`config.mk`:
```
export PLATFORM = sky130hd
export DESIGN_NAME = imem_loader
export DESIGN_NICKNAME = d
export VERILOG_FILES = /design/src/rtl/imem_loader.sv
export SDC_FILE = /design/constraint.sdc
export NUM_CORES = 1
export LEC_CHECK = 0
export CORE_MARGIN = 3
export CORE_UTILIZATION = 30
export DETAILED_ROUTE_END_ITERATION = 10
export HOLD_SLACK_MARGIN = 0.12
export PLACE_DENSITY_LB_ADDON = 0.1
export SLEW_MARGIN = 30
export SYNTH_ARGS = -nofsm -noshare
export SYNTH_HDL_FRONTEND = slang
export SYNTH_SLANG_ARGS = --single-unit
export TNS_END_PERCENT = 20
```
`constraint.sdc`:
```
create_clock -name CLOCK_50 -period 5.4 [get_ports CLOCK_50]
set_clock_uncertainty 0.15 [all_clocks]
set_input_delay 1.35 -clock CLOCK_50 [delete_from_list [all_inputs] [get_ports CLOCK_50]]
set_output_delay 1.35 -clock CLOCK_50 [all_outputs]
set_load 0.005 [all_outputs]
```
`src/rtl/imem_loader.sv`:
```
// imem_loader: receives a byte stream (count byte N, then N little-endian
// 32-bit words) over a valid/ready handshake and writes the words to the
// instruction memory at addresses 0..N-1. cpu_hold is high for the whole
// session so fetch never sees a half-written program.
// Optional feature: define IMEM_LOADER_CHECKSUM_EN to expect one trailing
// XOR checksum byte covering the count byte and every data byte.
module imem_loader #(
    parameter int DEPTH  = 16,
    parameter int ADDR_W = 4
) (
    input  logic              CLOCK_50,
    input  logic              RESET_N,
    input  logic              start,
    input  logic [7:0]        rx_data,
    input  logic              rx_valid,
    output logic              rx_ready,
    output logic              imem_we,
    output logic [ADDR_W-1:0] imem_waddr,
    output logic [31:0]       imem_wdata,
    output logic              cpu_hold,
    output logic              load_done,
    output logic              load_err
);

`ifdef IMEM_LOADER_CHECKSUM_EN
    typedef enum logic [2:0] {S_IDLE, S_LEN, S_DATA, S_WRITE, S_CHK, S_DONE} state_t;
`else
    typedef enum logic [2:0] {S_IDLE, S_LEN, S_DATA, S_WRITE, S_DONE} state_t;
`endif

    state_t            state;
    logic [1:0]        byte_idx;
    logic [ADDR_W-1:0] last_addr;   // N-1, address of the final word
    logic              xfer;
`ifdef IMEM_LOADER_CHECKSUM_EN
    logic [7:0]        csum;
`endif

    assign xfer = rx_valid & rx_ready;

    // Session FSM; every output is registered and set alongside the next state.
    always_ff @(posedge CLOCK_50 or negedge RESET_N) begin
        if (!RESET_N) begin
            state      <= S_IDLE;
            byte_idx   <= '0;
            last_addr  <= '0;
            rx_ready   <= 1'b0;
            imem_we    <= 1'b0;
            imem_waddr <= '0;
            imem_wdata <= '0;
            cpu_hold   <= 1'b0;
            load_done  <= 1'b0;
            load_err   <= 1'b0;
`ifdef IMEM_LOADER_CHECKSUM_EN
            csum       <= '0;
`endif
        end else begin
            imem_we   <= 1'b0;
            load_done <= 1'b0;
            case (state)
                S_IDLE: begin
                    if (start) begin
                        state      <= S_LEN;
                        rx_ready   <= 1'b1;
                        cpu_hold   <= 1'b1;
                        load_err   <= 1'b0;
                        imem_waddr <= '0;
                        byte_idx   <= '0;
`ifdef IMEM_LOADER_CHECKSUM_EN
                        csum       <= '0;
`endif
                    end
                end
                S_LEN: begin
                    if (xfer) begin
                        last_addr <= ADDR_W'(rx_data - 8'd1);
`ifdef IMEM_LOADER_CHECKSUM_EN
                        csum      <= rx_data;
`endif
                        // Bounding N here is what keeps the address from wrapping.
                        if (rx_data == 8'd0 || int'(rx_data) > DEPTH) begin
                            load_err  <= 1'b1;
                            rx_ready  <= 1'b0;
                            load_done <= 1'b1;
                            state     <= S_DONE;
                        end else begin
                            state <= S_DATA;
                        end
                    end
                end
                S_DATA: begin
                    if (xfer) begin
                        imem_wdata[{byte_idx, 3'b000} +: 8] <= rx_data;
                        byte_idx <= byte_idx + 2'd1;
`ifdef IMEM_LOADER_CHECKSUM_EN
                        csum     <= csum ^ rx_data;
`endif
                        if (byte_idx == 2'd3) begin
                            rx_ready <= 1'b0;
                            imem_we  <= 1'b1;
                            state    <= S_WRITE;
                        end
                    end
                end
                S_WRITE: begin
                    if (imem_waddr == last_addr) begin
`ifdef IMEM_LOADER_CHECKSUM_EN
                        rx_ready  <= 1'b1;
                        state     <= S_CHK;
`else
                        load_done <= 1'b1;
                        state     <= S_DONE;
`endif
                    end else begin
                        imem_waddr <= imem_waddr + 1'b1;
                        byte_idx   <= '0;
                        rx_ready   <= 1'b1;
                        state      <= S_DATA;
                    end
                end
`ifdef IMEM_LOADER_CHECKSUM_EN
                S_CHK: begin
                    if (xfer) begin
                        if (rx_data != csum)
                            load_err <= 1'b1;
                        rx_ready  <= 1'b0;
                        load_done <= 1'b1;
                        state     <= S_DONE;
                    end
                end
`endif
                S_DONE: begin
                    cpu_hold <= 1'b0;
                    state    <= S_IDLE;
                end
                default: begin
                    rx_ready <= 1'b0;
                    cpu_hold <= 1'b0;
                    state    <= S_IDLE;
                end
            endcase
        end
    end

endmodule

```
* Yosys cells after proc, flatten, opt, wreduce, memory -nomap -nowiden *
Cells that the tools add are included.
W data, S select, Z words.

operators by class
  reductions and logical operators = 15
  add/subtract/negate cells = 4
  mux-type cells = 34
  magnitude comparators = 1
  div/mod/pow operators = 0
  shift-type cells = 2
  eq/ne operators = 12
  bitwise logic cells = 3
  multiply operators = 0

operators with widths
  kind                      number
  $bwmux W32                1
  $shift A8 B7 Y32 const A  1
  $shiftx A8 B7 Y32         1
  $mux W3                   6
  $mux W1                   15
  $ne A2 B2 Y1 const B      6
  $pmux W3 S4               1
  $reduce_and A4 Y1         3
  $gt A8 B5 Y1 const B      1
  $logic_not A8 Y1          1
  $mux W4                   2
  $pmux W4 S2               1
  $neg A5 Y7                1
  $reduce_and A7 Y1         1
  $eq A3 B2 Y1 const B      2
  $mux W2                   3
  $pmux W1 S2               3
  $pmux W2 S3               1
  $reduce_and A2 Y1         3
  $pmux W1 S5               1
  $add A4 B1 Y4 const B     1
  $eq A4 B4 Y1              1
  $reduce_bool A2 Y1        2
  $sub A4 B1 Y4 const B     1
  11 further kinds          12

storage, ports and cells
  memories kept = 0
  memory bits (writable) = 0
  word-level logic and storage cells = 81
  input bits = 12
  output and inout bits = 41
  bits in latches = 0
  memory bits (read-only) = 0
  bits in registers = 50

* Longest topological paths before layout *
Gate-level depths: netlist of run 1.

  word-level depth = 5
  depth in mapped cells = 7
  depth with buffers taken out = 6

* Worst setup path after synthesis of run 1 *
OpenSTA, ideal clock, no wires.

  path kind = input port to flip-flop
  start point = in rx_data[0]
  end point = reg state[1]
  setup time = 120 ps
  data arrival time = 2325 ps
  setup slack = 2804 ps
  data required time = 5130 ps
  path buffers = 0
  cell stages on the path = 5
  cell sequence = inv_1 > ha_1 > nor3b_1 > mux2_2 > a41o_1

between the ends
  cells in the longest elaborated chain, start to end = 5
  elaborated cells between the ends (all ways) = 6
  those cells by class = 1 x order compare; 3 x mux; 2 x reduce/logical

ends and longest elaborated chain
  what                                                     line  text
  from (decl)                                              14    input logic [7:0] rx_data,
  $gt A8 B5 Y1 / $logic_not A8 Y1 (equally long branches)  81    if (rx_data == 8'd0 || int'(rx_data) > DEPTH) begin
  $logic_or A1 B1 Y1 (*)                                   81
  $mux W3 (*)                                              81
  $mux W3 (*)                                              75    if (xfer) begin
  $pmux W3 S4 (*)                                          60    case (state)
  to (signal assigned)                                     63    state <= S_LEN;
  to (signal assigned)                                     85    state <= S_DONE;
  to (signal assigned)                                     87    state <= S_DATA;
  to (decl)                                                31    state_t state;

Every way passes the cells marked *; elsewhere a longest branch is shown, timed or not. The select of a mux whose other input is x is not followed.
A chain may end at the register's enable or synchronous reset.

* Worst setup path in the final report of run 1 *
  start point = in rx_data[0]
  end point = reg rx_ready

between the ends
  cells in the longest elaborated chain, start to end = 4
  elaborated cells between the ends (all ways) = 5
  those cells by class = 1 x order compare; 1 x eq/ne; 3 x reduce/logical

ends and longest elaborated chain
  what                                                     line  text
  $gt A8 B5 Y1 / $logic_not A8 Y1 (equally long branches)  81
  $logic_or A1 B1 Y1 (*)                                   81
  $ne A2 B2 Y1 (no line) (*)                               n/a
  $reduce_and A7 Y1 (no line) (*)                          n/a
  to (signal assigned)                                     83    rx_ready <= 1'b0;
  to (signal assigned)                                     99    rx_ready <= 1'b0;
  to (signal assigned)                                     117   rx_ready <= 1'b1;
  to (decl)                                                16    output logic rx_ready,

Every way passes the cells marked *; elsewhere a longest branch is shown, timed or not.

==> results of run 1 <==
[where the power goes]
part	total, W	switching [W]	internal [W]	leakage [nW]
Clock	0.000217	0.000118	0.0000992	0.0431
Sequential	0.000540	0.0000944	0.000445	0.519
Combinational	0.000392	0.000197	0.000194	0.849
[per-layer routing]
layer  share of wire  global-route usage
met1            0.50               0.189
met2            0.43               0.202
met3           0.052              0.0371
met4           0.014              0.0357
met5               0                   0
[final cells by class]
| cell class | count | area share |
|---|---|---|
| clock buffer | 6 | 0.0258 |
| inverter | 38 | 0.0445 |
| multi-input combinational | 156 | 0.336 |
| sequential | 50 | 0.390 |
| tap | 102 | 0.0398 |
| timing repair buffer | 53 | 0.163 |
[path summary, 6_finish.rpt]
path,from,endpoint,slack (ns),cells after the start
worst max-delay path,rx_data[0],rx_ready$_DFFE_PN0P_,2.38,7
worst min-delay path,cpu_hold$_DFFE_PN0P_,cpu_hold$_DFFE_PN0P_,0.36,2
worst max register to register,byte_idx[0]$_DFFE_PN0P_,imem_wdata[21]$_DFFE_PN0P_,3.17,5
worst min register to register,cpu_hold$_DFFE_PN0P_,cpu_hold$_DFFE_PN0P_,0.36,2
max in group asynchronous,RESET_N,last_addr[1]$_DFFE_PN0P_,3.65,2
min in group asynchronous,RESET_N,imem_wdata[29]$_DFFE_PN0P_,1.01,2
[Yosys cell counts, types with 2 or more instances]
library cell and number:
dfrtp_1 50, inv_1 38, nand3_1 34, o21ai_0 34, ha_1 8, nand2_1 8, nor2_1 8, nor3_1 6
xnor2_1 6, a21oi_1 4, buf_4 4, o21ai_1 4, buf_6 3, nor3b_1 3, nor3b_2 3, o22ai_1 3
and2_1 2, and4_1 2, clkbuf_1 2, nor4_4 2, nor4b_1 2, nor4b_4 2, o21ai_2 2, o22a_1 2
[flip-flops by register name, summed over array words and instances, names as in the netlist]
signal	cells
imem_wdata	32
imem_we	1
load_done	1
imem_waddr	4
byte_idx	2
load_err	1
rx_ready	1
cpu_hold	1
state	3
last_addr	4
[metrics by stage]
stage | std cells | hold slack (ns) | power (W)
finish | 405 | 0.360 | 0.00115
detailed placement | 399 | 0.348 | 0.000946
floorplan | 254 | 0.320 | 0.000771
global route | 405 | 0.397 | 0.00124
CTS | 405 | 0.370 | 0.00117
global placement | 399 | 0.327 | 0.000942
[logic make-up after synthesis]
kind of cell	after synthesis
and+or+nand+nor	80
AOI/OAI and AO/OA	60
DFF	50
buffers and inverters	48
adders and majority gates	8
xor gates and xnor gates	6
muxes	2
[worst register-to-register path, stage by stage (launching register included)]
cell	delay, ns
dfrtp_1	0.54
inv_1	0.21
ha_1	0.45
nor3b_2	0.55
nand3_1	0.14
o21ai_0	0.11
[placed cells by master (no fill, tap or decap), types with 2 or more instances in the layout]
| master | count |
|---|---|
| xnor2_1 | 6 |
| nor3_1 | 6 |
| a21oi_1 | 4 |
| nand3_1 | 34 |
| clkbuf_8 | 6 |
| nor2_1 | 8 |
| nor3b_1 | 3 |
| o21ai_1 | 4 |
| ha_1 | 8 |
| inv_1 | 38 |
| nor4_4 | 2 |
| nand2_1 | 8 |
| o21ai_2 | 2 |
| o21ai_0 | 34 |
| nor4b_4 | 2 |
| o22ai_1 | 3 |
| clkdlybuf4s50_1 | 51 |
| and4_1 | 2 |
| nor3b_2 | 3 |
| o22a_1 | 2 |
| and2_1 | 2 |
| dfrtp_1 | 50 |
| nor4b_1 | 2 |
==> results.md, run 1 <==
* Post-synthesis register bit count at 50
* Sink Count at 50
* Post-Place Cell Area at 0.00312 mm^2
* Simple-Gate Fraction of Synth Area at 0.210
* Core Rows at 32
* Via Count at 1961
* DR pass1 iterations at 4
* Largest net degree at the start of global routing at 51
* Data required, critical path at 5.40 ns
* Period minus WS final at 3.02 ns
* Largest family of logic cells by synthesized area: simple AND/OR/NAND/NOR gates
* Root buffer cell: clkbuf_8
* Share of cells above drive strength 1 at 0.0792
* Crit-path max cell delay at 0.57 ns
* Cell taking the most area after synthesis: dfrtp_1
* Synth Area in XOR/XNOR at 0.0206
* Initial antenna violation count at 0
* I/O pins at 53
* Hold Crit Class: flip-flop to flip-flop
* Worst skew pair latency at 0.30 ns
* Arrival time worst endpoint at 3.02 ns
* Slew @ Worst Pin at 0.919 ns
* Initial Util at 0.320
* CP top delay family: buffers and inverters
* Longest Clk Path Bufs at 2
* Post-synthesis compound-gate area fraction at 0.145
* Remaining antenna violation count at 0
* WL/cell at 15.2 um
* Dominant synthesized flop cell: dfrtp_1
* Cts repair resizes at 0
* Fin Setup TNS at 0 ns
* Die Width at 98.2 um
* RSZ-0062 raised after global routing: no
* Avg Inst Size Synth at 10.0 um^2
* DRC at 0
* Yosys cell types at 46
* Adder-cell area share of the yosys netlist at 0.0393
* Fillers at 806
* Post-DR vias/cell at 4.84
* Leading post-synthesis cells by cell area: dfrtp_1 (49%), nand3_1 (6.7%), o21ai_0 (6.7%)
* 1st-iter DRT viols at 65
* Buf+Inv Stages, Crit Path at 2
* Die area at 0.00964 mm^2
* Max_cap viols at 0
* Multi-input gate area at 0.00108 mm^2
* Antenna cells at 0
* Number of flops mapped to enable cells by yosys at 0
* Clock buffer count from CTS at 5
* All-layer global routing usage at 0.134
* Final hold vios at 0
* Worst-path clk slew at 0.09 ns
* Post-Route WL at 6170 um
* Cell area after layout at 0.00321 mm^2
* Post-layout nets at 324
* Place WS at 2.03 ns
* Util after Layout at 0.402
* Syn Inst Count at 254
* Final setup violation count at 0
* WS Path Type: input pin to flip-flop
* Top-area cell type share of the netlist area at 0.491
* Seq. cell area at 0.00125 mm^2
* Port bufs at 52
* Leakage at 1.41 nW
* Crit path max fanout at 7
* Critical-path cell with the highest stage delay: clkdlybuf4s50_1
* Critical Path Start Type: input pin
* Status: completed
* Sequential-to-total area share from yosys stat at 0.491
* Area Overhead vs Synth at 25.8%
* H-tree depth at 2
* Post-CTS Setup Inserts at 0
* Yosys warns at 0
* Cell Area, Synth at 0.00255 mm^2
* Final HPWL DP at 4140 um
* Hold_buf cts at 0
* Multiplexer share of the synthesized area at 0.00835
* Setup WS post-layout at 2.38 ns
* DIE HEIGHT at 98.2 um
* FFs w/ async S/R, synth at 1.00
* Slew Limit Fails at 0
* Max transition margin at 0.387
* TritonCTS clock tree: yes
* Fmax at 0.331 GHz
* Vias in the first global route at 1970
* Routability Congestion at 0.732
* Syn Nets at 274
* Global-route wire length before repair at 10400 um
* Total global routing overflow at 0
* Worst VDD drop at 135 uV
* Core Area at 0.00797 mm^2
* Crit end category: flip-flop
* Period Utilization, post-route at 0.559
* Crit-path cells: clkdlybuf4s50_1 > inv_1 > ha_1 > nor3b_1 > mux2_2 > nand4_1 > o211ai_1
* Power per Cell Area at 358 mW/mm^2
Power figures use the tool's default switching activity.
==> inputs of run 2 (changes only) <==
Clock period 5.4 ns to 2.5 ns, I/O delays scaled along.
==> results.md, run 2 (synthesis gave the netlist of run 1 again) <==
* Status: completed
* Post-CTS Setup Inserts at 0
* Fmax at 0.471 GHz
* Root buffer cell: clkbuf_8
* Die area at 0.00964 mm^2
* Regs by FF count: imem_wdata: 32 flops, imem_waddr: 4 flops, last_addr: 4 flops
* Clock buffer count from CTS at 5
* Leakage at 1.50 nW
* Crit path max fanout at 7
* WS Path Type: flip-flop to output pin
* Data required, critical path at 1.73 ns
* Post-Place Cell Area at 0.00327 mm^2
* Cts repair resizes at 0
* Final hold vios at 0
* Worst skew pair latency at 0.30 ns
* GR Util met1 at 0.195
* All-layer global routing usage at 0.134
* Max transition margin at 0.655
* Routability Congestion at 0.725
* Post-DR vias/cell at 4.81
* Max reg flops at 32
* Area Overhead vs Synth at 31.8%
* CP top delay family: buffers and inverters
* Post-Route WL at 6290 um
* Final setup violation count at 0
* Critical Path Start Type: flip-flop
* 1st-iter DRT viols at 73
* Sink Count at 50
* Top reg by flops: imem_wdata
* DR pass1 iterations at 7
* DIE HEIGHT at 98.2 um
* Crit-path cells: clkdlybuf4s50_1
* Crit-path max cell delay at 0.56 ns
* Crit end category: output pin
* Port bufs at 52
* Period minus WS final at 2.13 ns
* Hold_buf cts at 0
* Global Route met3 Usage at 0.0357
* Slew @ Worst Pin at 0.518 ns
* Initial antenna violation count at 0
* Via Count at 2036
* Period Utilization, post-route at 0.850
* Remaining antenna violation count at 0
* Max_cap viols at 0
* I/O pins at 53
* Worst-path clk slew at 0.09 ns
* Initial Util at 0.320
* Buf+Inv Stages, Crit Path at 1
* Post-layout nets at 340
* Die Width at 98.2 um
* Longest Clk Path Bufs at 2
* Largest net degree at the start of global routing at 32
* Slew Limit Fails at 0
* M2 GR Usage at 0.200
* Multi-input gate area at 0.00108 mm^2
* Fillers at 775
* Total global routing overflow at 0
* Commonest cells after routing, fill and taps aside: clkdlybuf4s50_1 (51), dfrtp_1 (50), inv_1 (38)
* Worst VDD drop at 302 uV
* Power per Cell Area at 755 mW/mm^2
* Final HPWL DP at 4480 um
* Antenna cells at 0
* GRT busiest layer: met2
* TritonCTS clock tree: yes
* Most common cell after layout, fill and taps aside: clkdlybuf4s50_1
* Fin Setup TNS at 0 ns
* Seq. cell area at 0.00125 mm^2
* Critical-path cell with the highest stage delay: clkdlybuf4s50_1
* DRC at 0
* Arrival time worst endpoint at 1.35 ns
* Vias in the first global route at 1954
* Core Rows at 32
* Hold Crit Class: input pin to async pin
* Core Area at 0.00797 mm^2
* Global-route wire length before repair at 10300 um
* RSZ-0062 raised after global routing: no
* Cell area after layout at 0.00336 mm^2
* H-tree depth at 2
* WL/cell at 14.9 um
* Share of cells above drive strength 1 at 0.128
run 2: area by class of cell:
| type | instances | area share |
|---|---|---|
| Clock buffer | 7 | 0.0257 |
| Multi-Input combinational cell | 156 | 0.321 |
| Clock inverter | 1 | 0.00149 |
| Timing Repair Buffer | 69 | 0.199 |
| Inverter | 38 | 0.0425 |
| Sequential cell | 50 | 0.372 |
| Tap cell | 102 | 0.0380 |
run 2: worst paths after layout:
check                                              start                         end  slack [ns]  depth (start not counted)
worst max-delay path                rx_ready$_DFFE_PN0P_                    rx_ready        0.37                          1
worst min-delay path                             RESET_N           imem_we$_DFF_PN0_        0.14                          1
worst max register to register   byte_idx[0]$_DFFE_PN0P_   imem_wdata[7]$_DFFE_PN0P_        0.60                          5
worst min register to register  last_addr[0]$_DFFE_PN0P_    last_addr[0]$_DFFE_PN0P_        0.36                          2
max in group asynchronous                        RESET_N  imem_wdata[17]$_DFFE_PN0P_        1.51                          2
min in group CLOCK_50           last_addr[0]$_DFFE_PN0P_    last_addr[0]$_DFFE_PN0P_        0.36                          2
run 2: metrics by stage:
stage	total power, W	setup WS, ns	hold slack (ns)	util	instances
CTS	0.00258	0.361	0.153	0.422	423
global placement	0.00207	0.0738	0.327	0.410	415
global route	0.00273	0.311	0.156	0.422	423
floorplan	0.00167	0.629	0.179	-	254
finish	0.00254	0.375	0.137	0.422	423
detailed placement	0.00207	0.0668	0.346	0.410	415
run 2: where the power goes:
part           internal [W]  switching [W]  total (W)
Clock              0.000224       0.000268   0.000493
Combinational      0.000453       0.000463   0.000916
Sequential         0.000962       0.000167    0.00113
run 2: metal layers:
layer  vias up  wire, um
met5         -         0
met4         0        45
met3         4       314
met2        54      2840
met1       968      3090
li1       1010         -
==> inputs of run 3 (changes only) <==
Settings changed: TNS_END_PERCENT 20 to 1.
==> results of run 3 <==
No change in the layout: final DEF, timing and power equal those of run 2.
